**config.mk**
```make
export PLATFORM = sky130hd
export DESIGN_NAME = axi4_lite_wr_master
export DESIGN_NICKNAME = d
export VERILOG_FILES = /design/src/rtl/axi4_lite_wr_master.sv
export SDC_FILE = /design/constraint.sdc
export NUM_CORES = 1
export LEC_CHECK = 0
export CORE_ASPECT_RATIO = 1.4
export CORE_MARGIN = 1
export CORE_UTILIZATION = 30
export CTS_BUF_LIST = sky130_fd_sc_hd__clkbuf_8
export DETAILED_ROUTE_END_ITERATION = 8
export REMOVE_ABC_BUFFERS = 1
export SYNTH_ARGS = -nofsm -noshare
export SYNTH_HDL_FRONTEND = slang
export SYNTH_SLANG_ARGS = --single-unit
export TNS_END_PERCENT = 30
```
**constraint.sdc**
```tcl
create_clock -name clk -period 2.6 [get_ports clk]
set_clock_uncertainty 0.2 [all_clocks]
set_input_delay 0.52 -clock clk [delete_from_list [all_inputs] [get_ports clk]]
set_output_delay 0.52 -clock clk [all_outputs]
set_load 0.01 [all_outputs]
```
**src/rtl/axi4_lite_wr_master.sv**
```systemverilog
// Single-outstanding AXI4-Lite write master: AW and W are issued together and
// complete independently; BRESP (or a watchdog timeout) is returned to the user.
module axi4_lite_wr_master #(
  parameter int ADDR_W         = 32,
  parameter int DATA_W         = 32,
  parameter int TIMEOUT_CYCLES = 1024
) (
  input  logic                  clk,
  input  logic                  srst,
  input  logic [ADDR_W-1:0]     wr_addr,
  input  logic [DATA_W-1:0]     wr_data,
  input  logic [DATA_W/8-1:0]   wr_strb,
  input  logic                  wr_valid,
  output logic                  wr_ready,
  output logic [1:0]            wr_resp,
  output logic                  wr_resp_timeout,
  output logic                  wr_resp_valid,
  input  logic                  wr_resp_ready,
  output logic [ADDR_W-1:0]     m_axi_awaddr,
  output logic [2:0]            m_axi_awprot,
  output logic                  m_axi_awvalid,
  input  logic                  m_axi_awready,
  output logic [DATA_W-1:0]     m_axi_wdata,
  output logic [DATA_W/8-1:0]   m_axi_wstrb,
  output logic                  m_axi_wvalid,
  input  logic                  m_axi_wready,
  input  logic [1:0]            m_axi_bresp,
  input  logic                  m_axi_bvalid,
  output logic                  m_axi_bready
);

  localparam int STRB_W = DATA_W / 8;
  localparam bit WD_EN  = (TIMEOUT_CYCLES > 0);
  localparam int CNT_W  = WD_EN ? $clog2(TIMEOUT_CYCLES + 1) : 1;
  localparam logic [CNT_W-1:0] CNT_LIMIT = CNT_W'(WD_EN ? TIMEOUT_CYCLES - 1 : 0);

  typedef enum logic [1:0] {S_IDLE, S_ISSUE, S_WAIT_B, S_RESP} state_e;

  state_e              state_q, state_d;
  logic                awvalid_q, awvalid_d;
  logic                wvalid_q, wvalid_d;
  logic [ADDR_W-1:0]   addr_q, addr_d;
  logic [DATA_W-1:0]   data_q, data_d;
  logic [STRB_W-1:0]   strb_q, strb_d;
  logic [1:0]          resp_q, resp_d;
  logic                tmo_q, tmo_d;
  logic [CNT_W-1:0]    cnt_q, cnt_d;
  logic                active, b_hs, expire;

  assign active = (state_q == S_ISSUE) || (state_q == S_WAIT_B);
  assign b_hs   = (state_q == S_WAIT_B) && m_axi_bvalid;
  // A B handshake in the expiry cycle takes precedence over the watchdog.
  assign expire = WD_EN && active && (cnt_q == CNT_LIMIT) && !b_hs;

  always_ff @(posedge clk) begin
    if (srst) begin
      state_q   <= S_IDLE;
      awvalid_q <= 1'b0;
      wvalid_q  <= 1'b0;
      addr_q    <= '0;
      data_q    <= '0;
      strb_q    <= '0;
      resp_q    <= 2'b00;
      tmo_q     <= 1'b0;
      cnt_q     <= '0;
    end else begin
      state_q   <= state_d;
      awvalid_q <= awvalid_d;
      wvalid_q  <= wvalid_d;
      addr_q    <= addr_d;
      data_q    <= data_d;
      strb_q    <= strb_d;
      resp_q    <= resp_d;
      tmo_q     <= tmo_d;
      cnt_q     <= cnt_d;
    end
  end

  always_comb begin
    state_d   = state_q;
    awvalid_d = awvalid_q;
    wvalid_d  = wvalid_q;
    addr_d    = addr_q;
    data_d    = data_q;
    strb_d    = strb_q;
    resp_d    = resp_q;
    tmo_d     = tmo_q;
    cnt_d     = cnt_q;
    case (state_q)
      S_IDLE: begin
        if (wr_valid) begin
          state_d   = S_ISSUE;
          awvalid_d = 1'b1;
          wvalid_d  = 1'b1;
          addr_d    = wr_addr;
          data_d    = wr_data;
          strb_d    = wr_strb;
          cnt_d     = '0;
        end else begin
          state_d = S_IDLE;
        end
      end
      S_ISSUE: begin
        if (awvalid_q && m_axi_awready) awvalid_d = 1'b0;
        else awvalid_d = awvalid_q;
        if (wvalid_q && m_axi_wready) wvalid_d = 1'b0;
        else wvalid_d = wvalid_q;
        if (!awvalid_d && !wvalid_d) state_d = S_WAIT_B;
        else state_d = S_ISSUE;
      end
      S_WAIT_B: begin
        if (m_axi_bvalid) begin
          state_d = S_RESP;
          resp_d  = m_axi_bresp;
          tmo_d   = 1'b0;
        end else begin
          state_d = S_WAIT_B;
        end
      end
      S_RESP: begin
        if (wr_resp_ready) state_d = S_IDLE;
        else state_d = S_RESP;
      end
      default: state_d = S_IDLE;
    endcase
    // Watchdog: saturating count, forced timeout response on expiry.
    if (active) begin
      if (cnt_q != '1) cnt_d = cnt_q + CNT_W'(1);
      else cnt_d = cnt_q;
      if (expire) begin
        state_d   = S_RESP;
        awvalid_d = 1'b0;
        wvalid_d  = 1'b0;
        resp_d    = 2'b10;
        tmo_d     = 1'b1;
      end else begin
        tmo_d = tmo_d;
      end
    end else begin
      cnt_d = cnt_d;
    end
  end

  always_comb begin
    wr_ready        = (state_q == S_IDLE);
    wr_resp_valid   = (state_q == S_RESP);
    m_axi_bready    = (state_q == S_WAIT_B);
    wr_resp         = resp_q;
    wr_resp_timeout = tmo_q;
    m_axi_awprot    = 3'b000;
    m_axi_awvalid   = awvalid_q;
    m_axi_wvalid    = wvalid_q;
    m_axi_awaddr    = awvalid_q ? addr_q : '0;
    m_axi_wdata     = wvalid_q ? data_q : '0;
    m_axi_wstrb     = wvalid_q ? strb_q : '0;
  end

endmodule

```
==> flow_summary.json <==
{
  "layout_common_cells": "clkdlybuf4s50_1, nand2_1, dfxtp_1",
  "drtPass1Iterations": 4,
  "io_buffers": 152,
  "cts_buffers": 9,
  "layout-drive-gt1-share_pct": 5.714,
  "hold_slack_ps": 250.4,
  "synthToLayoutAreaGrowth_pct": 49.82,
  "cts_sinks": 86,
  "clockRootBuffer": "clkbuf_8",
  "syn-cell-area_sq_um": 3732,
  "period_share_pct": 95.00,
  "ios": 156,
  "core-area_sq_um": 12000,
  "finish.utilization_pct": 46.61,
  "p_leak_nw": 2.112,
  "postSynthAreaPerCell_sq_um": 7.711,
  "ir_drop_mv": 0.2134,
  "cp_max_fo": 33,
  "synth_area_leaders": "dfxtp_1, nand2_1, and2_1, a21oi_1, clkbuf_1",
  "routedWlPerCell_microns": 13.34,
  "placed_cells": 761,
  "rsz0062_at_grt": "false",
  "cts_tree": "yes",
  "post_cts.repair.setup_buffers": 0,
  "critPathLaunch": "m_axi_awvalid",
  "cp.arrival_ps": 1750,
  "grt_max_degree": 67,
  "post-place-ws_ps": 485.9,
  "syn_inst": 484,
  "grt_antenna_before_repair": 0,
  "setup.worst_path.end_class": "output port",
  "die-area_sq_um": 12900,
  "power_density_nw_per_um2": 508.8,
  "status": "complete, no violations",
  "maxSlewViolCount": 0,
  "finalHoldViolCount": 0,
  "finalWirelength_mm": 10.37,
  "die_w_microns": 96.27,
  "postRouteAntennaNets": 0,
  "finalSetupViolCount": 0,
  "tns_ps": 0,
  "postLayoutSetupSlackWorst_ps": 130.0,
  "max_stage_delay_ps": 550,
  "crit_type": "register to output port",
  "fmax_ghz": 0.4049,
  "placed_cell_area_sq_um": 5404,
  "gp_routability_congestion": 0.7682,
  "synthDominantCellAreaShare_pct": 46.13,
  "yosys_warnings": 0,
  "grt_use_total_pct": 16.07,
  "stdcell_area_sq_um": 5592,
  "hpwl_mm": 7.436,
  "grt_pass1_vias": 3328,
  "start_util_pct": 31.11,
  "htreeDepth": 3,
  "cts_buffer_depth": 2,
  "grt_pass1_wl_mm": 16.01,
  "crit_slowest_cell": "clkdlybuf4s50_1",
  "hold_path_class": "register to register",
  "worstPathCellList": "buf_4, and2_1, clkdlybuf4s50_1",
  "postCtsHoldBufs": 0,
  "drc": 0,
  "synth.distinct_cells": 32,
  "row_count": 47,
  "post-route-min-period_ps": 2470,
  "maxCapViolCount": 0,
  "diodes": 0,
  "nNetsFinal": 708,
  "yosysSeqAreaShare_pct": 46.13,
  "globalRouteOverflowTotal": 0,
  "final_cells": 777,
  "synth_seq_cells": 86,
  "viasPerCell": 4.663,
  "clkTransAtPathRegs_ps": 80,
  "r2r_start": "cnt_q[0]",
  "p_total_mw": 2.845,
  "post_cts_resized": 0,
  "fp.dieH_microns": 134.0,
  "cp-start-kind": "register",
  "yosysTopAreaCell": "dfxtp_1",
  "critPathRequiredTime_ps": 1880,
  "first_iter_violations": 117,
  "final_common_cell": "clkdlybuf4s50_1",
  "vias": 3623,
  "min_from": "strb_q[0]",
  "clk_latency_ps": 350
}
-- kinds of logic (layout without fill, tap and decap cells) --
logic type | count (synthesis) | count (layout) | share of synthesized area (%)
AO/OA/AOI/OAI | 104 | 104 | 15.55
other | 1 | 3 | 0.1005
AND/OR/NAND/NOR | 246 | 246 | 31.65
adder cells (fa/ha/maj) | 6 | 6 | 2.011
flip-flops | 86 | 86 | 46.13
buffers and inverters | 41 | 185 | 4.559
-- layout make-up --
| class | instances | area, sq um |
|---|---|---|
| fill | 1244 | 6405 |
| multi-input combinational | 359 | 1852 |
| sequential | 86 | 1722 |
| timing repair buffer | 163 | 1624 |
| tap | 147 | 183.9 |
| clock buffer | 12 | 165.2 |
| clock inverter | 4 | 22.52 |
| inverter | 6 | 22.52 |
-- critical path: cells and delay by family, from the launching register on --
kind | cells | cell delay, ps
and+or+nand+nor | 1 | 180
DFF | 1 | 370
buffers and inverters | 2 | 840
-- power by group --
| part | total (mW) | internal, mW | switching [mW] |
|---|---|---|---|
| registers | 1.43 | 1.40 | 0.0359 |
| clock network | 0.874 | 0.419 | 0.455 |
| logic | 0.537 | 0.272 | 0.265 |
-- synth_stat cells --
cell	instances
a41oi_1	1
nand2_1	140
conb_1	1
buf_2	4
nor2_1	9
ha_1	6
nor4_2	1
and3_1	3
o221ai_1	1
o21ai_0	4
nor3_1	4
nand4_4	1
nand3b_1	1
or3_2	2
a21o_1	2
a311oi_1	5
a211oi_1	2
dfxtp_1	86
o31a_4	1
a31oi_1	1
a32o_1	1
o21bai_1	1
nor2b_1	3
and2_1	70
clkbuf_1	28
nor4_1	2
buf_4	3
nand3_1	7
inv_1	6
o22ai_1	2
a21oi_1	83
and3_2	3
-- flip-flops by register name, summed over array words and instances (netlist names) --
register and count:
data_q 32, cnt_q 11, wr_resp 2, state_q 2, addr_q 32, m_axi_wvalid 1
strb_q 4, m_axi_awvalid 1, wr_resp_timeout 1
-- worst paths after layout --
kind                      end  slack (ps)  depth (start not counted)
min                 strb_q[0]         250                          2
max reg2reg      m_axi_wvalid         500                          6
max          m_axi_awaddr[12]         130                          3
min reg2reg         strb_q[0]         250                          2
-- routing by layer --
| metal | up-vias | wire [microns] | global-route usage (%) |
|---|---|---|---|
| met4 | 0 | 206 | 6.551 |
| met2 | 90 | 5185 | 27.34 |
| met3 | 16 | 513 | 3.345 |
| met1 | 1664 | 4461 | 19.31 |
| met5 | - | 0 | 0 |
| li1 | 1853 | - | - |
Power figures use the tool's default switching activity.
==> edit 1 (same flow settings) <==
Register the output `wr_resp_timeout`, cleared by the reset; this adds one clock of latency there. The other outputs are not delayed to match.
--- a/src/rtl/axi4_lite_wr_master.sv
+++ b/src/rtl/axi4_lite_wr_master.sv
@@ -37,2 +37,4 @@
   typedef enum logic [1:0] {S_IDLE, S_ISSUE, S_WAIT_B, S_RESP} state_e;
+
+  logic wr_resp_timeout_d;
 
@@ -148,3 +150,3 @@
     wr_resp         = resp_q;
-    wr_resp_timeout = tmo_q;
+    wr_resp_timeout_d = tmo_q;
     m_axi_awprot    = 3'b000;
@@ -157,2 +159,10 @@
 
+  always_ff @(posedge clk) begin
+    if (srst) begin
+      wr_resp_timeout <= '0;
+    end else begin
+      wr_resp_timeout <= wr_resp_timeout_d;
+    end
+  end
+
 endmodule
Formal check against the unedited RTL: same outputs for any inputs over 10 cycles, from zero or initial values and one cycle with srst high; that may be too few to reach the edited logic, so the function may still have changed.
==> edit 1 against the original RTL <==
Routed wire length grew 4.6%; total power up 2.6%; design area grew 2.6%; final cell count up 2.2%; worst hold slack better by 1.2 ps; worst setup slack worse by 11 ps; non-clock buffer count unchanged; sequential cell count rose by 1; area after synthesis increased by 2.3%.
==> edit 1: results (changes against the original RTL) <==
Outcome
  – Status: completed (unchanged)

Setup path
  – R2R setup slack: 470 ps (was 500 ps)

Clocking
  – CTS Sinks: 87 (was 86)
  – Clock-pin slew on the worst setup and hold paths: 80 ps (about the same)

Detailed routing
  – 1st-iter DRT viols: 148 (was 117)
  – Detailed-route wire length per cell: 13.66 um (was 13.34 um)
  – Vias post-DR: 3707 (was 3623)
  – Metal2 WL: 5.764 mm (was 5.185 mm)
  – Post-Route M1 WL: 4.350 mm (was 4.461 mm)

Synth
  – Most frequent cells after synthesis: nand2_1 (147), dfxtp_1 (87), a21oi_1 (77) (was nand2_1 (140), dfxtp_1 (86), a21oi_1 (83))
  – Register area share after synthesis: 45.61% (was 46.13%)
  – Yosys cell types: 36 (was 32)
  – Top post-synthesis cells by area: dfxtp_1 (46%), nand2_1 (14%), and2_1 (11%) (was dfxtp_1 (46%), nand2_1 (14%), and2_1 (12%))

Finish
  – Signal buf overhead: 28.80% (was 29.04%)
  – Inverters: 3 (was 6)
  – Non-clock buffers: 163 (unchanged)
  – Ratio of cells with drive above 1 in the final layout: 5.901% (was 5.714%)
  – Sequential share of cell area: 30.35% (was 30.79%)
  – Layout fillers: 1226 (was 1244)
  – Clock-cell share: 3.706% (was 3.356%)

Power and ir drop
  – Leak: 2.100 nW (was 2.112 nW)
  – Maximum vdd ir drop: 0.0002350 V (was 0.0002134 V)
  – Sw frac: 25.03% (was 26.57%)

Placed design
  – DP HPWL: 7.939 mm (was 7.436 mm)
  – Placer Congestion: 0.8702 (was 0.7682)
  – Pre-CTS WS: 425.5 ps (was 485.9 ps)
  – Placed inst area: 5523 um2 (was 5404 um2)

Global routing
  – First-pass GRT wire length: 16.95 mm (was 16.01 mm)
  – Met2 GRT Util: 30.05% (was 27.34%)
  – Met1 usage: 17.38% (was 19.31%)
  – GRT Overall Usage: 16.16% (was 16.07%)
  – Vias in the first global route: 3554 (was 3328)
  – Met3 GRT Util: 3.044% (was 3.345%)
  – Largest net degree at the start of global routing: 46 (was 67)

STA
  – Tcrit/Tclk final: 95.44% (was 95.00%)
==> edit 1: cell types whose count changed after synthesis, sizes merged, moves of 3 or more <==
cell and delta:
a21oi -5, and3 -6, a311oi -5, nand2 +7, inv -3, a31oi +6
nor3 +10
==> edit 1: path summary, 6_finish.rpt <==
kind / startpoint / to
hold reg to reg: data_q[12] / data_q[12]
hold / removal: data_q[12] / data_q[12]
setup / recovery: m_axi_wvalid / m_axi_wstrb[1]
setup reg to reg: state_q[0] / cnt_q[0]
==> edit 1: logic make-up (layout without fill, tap and decap cells) <==
| group | Yosys count | count (layout) | synth area share [%] |
|---|---|---|---|
| other | 1 | 3 | 0.09820 |
| buffers and inverters | 38 | 182 | 4.063 |
| AO/OA/AOI/OAI | 98 | 98 | 13.76 |
| flip-flops | 87 | 87 | 45.61 |
| adder cells (fa/ha/maj) | 6 | 6 | 1.966 |
| AND/OR/NAND/NOR | 267 | 267 | 34.27 |
| XOR/XNOR | 1 | 1 | 0.2294 |
==> edit 1: timing repair <==
item                       CTS  global route
hold endpoints to repair     0             0
resized for setup            0             1
setup endpoints to repair    0             5
==> edit 1: metrics by stage <==
step | hold slack (ps) | cells | setup TNS, ps | util (%) | power, mW
4_1_cts | 255.1 | 794 | 0 | 46.36 | 2.962
5_1_grt | 267.5 | 794 | 0 | 46.39 | 3.065
3_3_place_gp | 236.7 | 778 | 0 | 44.64 | 1.933
6_report | 251.6 | 794 | 0 | 46.39 | 2.918
3_5_place_dp | 242.6 | 778 | 0 | 44.64 | 1.940
2_1_floorplan | 225.7 | 465 | -64.87 | - | 1.646
==> edit 1: critical path, stage by stage (launching register included) <==
cell and delay (ps):
dfxtp_1 470, buf_12 200, and2_1 130, clkdlybuf4s50_1 570
==> edit 2 (same flow settings) <==
Without the edit above. `DATA_W`: 32 -> 36.
--- a/src/rtl/axi4_lite_wr_master.sv
+++ b/src/rtl/axi4_lite_wr_master.sv
@@ -4,3 +4,3 @@
   parameter int ADDR_W         = 32,
-  parameter int DATA_W         = 32,
+  parameter int DATA_W         = 36,
   parameter int TIMEOUT_CYCLES = 1024
Interface: changed (resized m_axi_wdata and wr_data); port bits go from 156 to 164. The function was not compared with the original's and may differ.
==> edit 2 against the original RTL <==
Design area increased by 5.9%; count of clock-buffer cells in the layout is 2 lower; total power grew 9.6%; non-clock buffer count is 4 higher; routed wire length is 8.5% higher; sequential cell count up 4; area after synthesis increased by 5.6%; worst setup slack gained 24 ps; largest power group unchanged.
==> edit 2: results (changes against the original RTL) <==
Finish
  – Ratio of cells with drive above 1 in the final layout: 4.511% (was 5.714%)
  – Top Registers: data_q: 36 flops, addr_q: 32 flops, cnt_q: 11 flops (was addr_q: 32 flops, data_q: 32 flops, cnt_q: 11 flops)
  – #MultiIn Comb: 387 (was 359)
  – # nets final: 747 (was 708)
  – Layout fillers: 1286 (was 1244)
  – Clock-cell share: 4.122% (was 3.356%)
  – Final core utilization: 46.20% (was 46.61%)
  – Clock buffers: 10 (was 12)
  – Sequential share of cell area: 30.44% (was 30.79%)
  – Signal buf overhead: 28.49% (was 29.04%)
  – Inverters: 5 (was 6)
  – Cell Count, Final, Fillers Out: 818 (was 777)

Setup path
  – Maximum fanout along the worst path: 35 (was 33)
  – Worst EP arrival: 1730 ps (was 1750 ps)
  – Worst reg2reg path depth: 7 (was 6)
  – Worst Setup EP: m_axi_awaddr[13] (was m_axi_awaddr[12])
  – RR Startpoint: state_q[0] (was cnt_q[0])
  – Worst reg2reg endpoint: cnt_q[9] (was m_axi_wvalid)

Hold path
  – Hold Crit Start: addr_q[31] (was strb_q[0])
  – Sink of the worst hold path: addr_q[31] (was strb_q[0])

Synth
  – Most frequent cells after synthesis: nand2_1 (159), dfxtp_1 (90), a21oi_1 (82) (was nand2_1 (140), dfxtp_1 (86), a21oi_1 (83))
  – Yosys top cell area share: 45.73% (was 46.13%)
  – Top post-synthesis cells by area: dfxtp_1 (46%), nand2_1 (15%), and2_1 (12%) (was dfxtp_1 (46%), nand2_1 (14%), and2_1 (12%))
  – Register area share after synthesis: 45.73% (was 46.13%)
  – Avg Cell Area, Syn: 7.606 um2 (was 7.711 um2)

Global routing
  – First-pass GRT wire length: 17.55 mm (was 16.01 mm)
  – Vias in the first global route: 3598 (was 3328)
  – Largest net degree at the start of global routing: 75 (was 67)

Power and ir drop
  – Leak: 2.201 nW (was 2.112 nW)
  – Maximum vdd ir drop: 0.0002854 V (was 0.0002134 V)

STA
  – WHS: 250.9 ps (was 250.4 ps)

Clocking
  – CTS Sinks: 90 (was 86)

Placed design
  – Pre-CTS WS: 413.1 ps (was 485.9 ps)
  – Placed inst area: 5675 um2 (was 5404 um2)

Outcome
  – Status: completed (unchanged)

Detailed routing
  – Metal2 WL: 5.837 mm (was 5.185 mm)
  – 1st-iter DRT viols: 149 (was 117)
  – WL met3: 594 um (was 513 um)
  – Detailed-route wire length per cell: 13.75 um (was 13.34 um)

Die
  – Row count: 49 (was 47)
[edit 2: power groups by stage]
stage	Combinational, mW	Sequential, mW	Clock [mW]
detailed placement	0.483	1.52	0
global route	0.528	1.50	1.26
finish	0.478	1.49	1.15
global placement	0.475	1.52	0
floorplan	0.186	1.52	0
CTS	0.485	1.49	1.19
[edit 2: layer usage]
| layer | vias to the layer above | track usage, % |
|---|---|---|
| met5 | - | 0 |
| met4 | 0 | 5.141 |
| met3 | 9 | 3.856 |
| met2 | 110 | 29.72 |
| met1 | 1798 | 18.63 |
| li1 | 1964 | - |
[edit 2: kinds of logic (layout without fill, tap and decap cells)]
group,Yosys count,count (layout),synth area share (%)
compound gates,105,105,14.48
fa+ha+maj,6,6,1.905
buf+inv,43,188,4.382
flops,90,90,45.73
other cells,1,3,0.09518
simple gates,273,273,33.41
[edit 2: worst min-delay path, stage by stage, from the launching register on]
cell	delay (ps)
dfxtp_1	310
nand2_1	50
a21oi_1	50
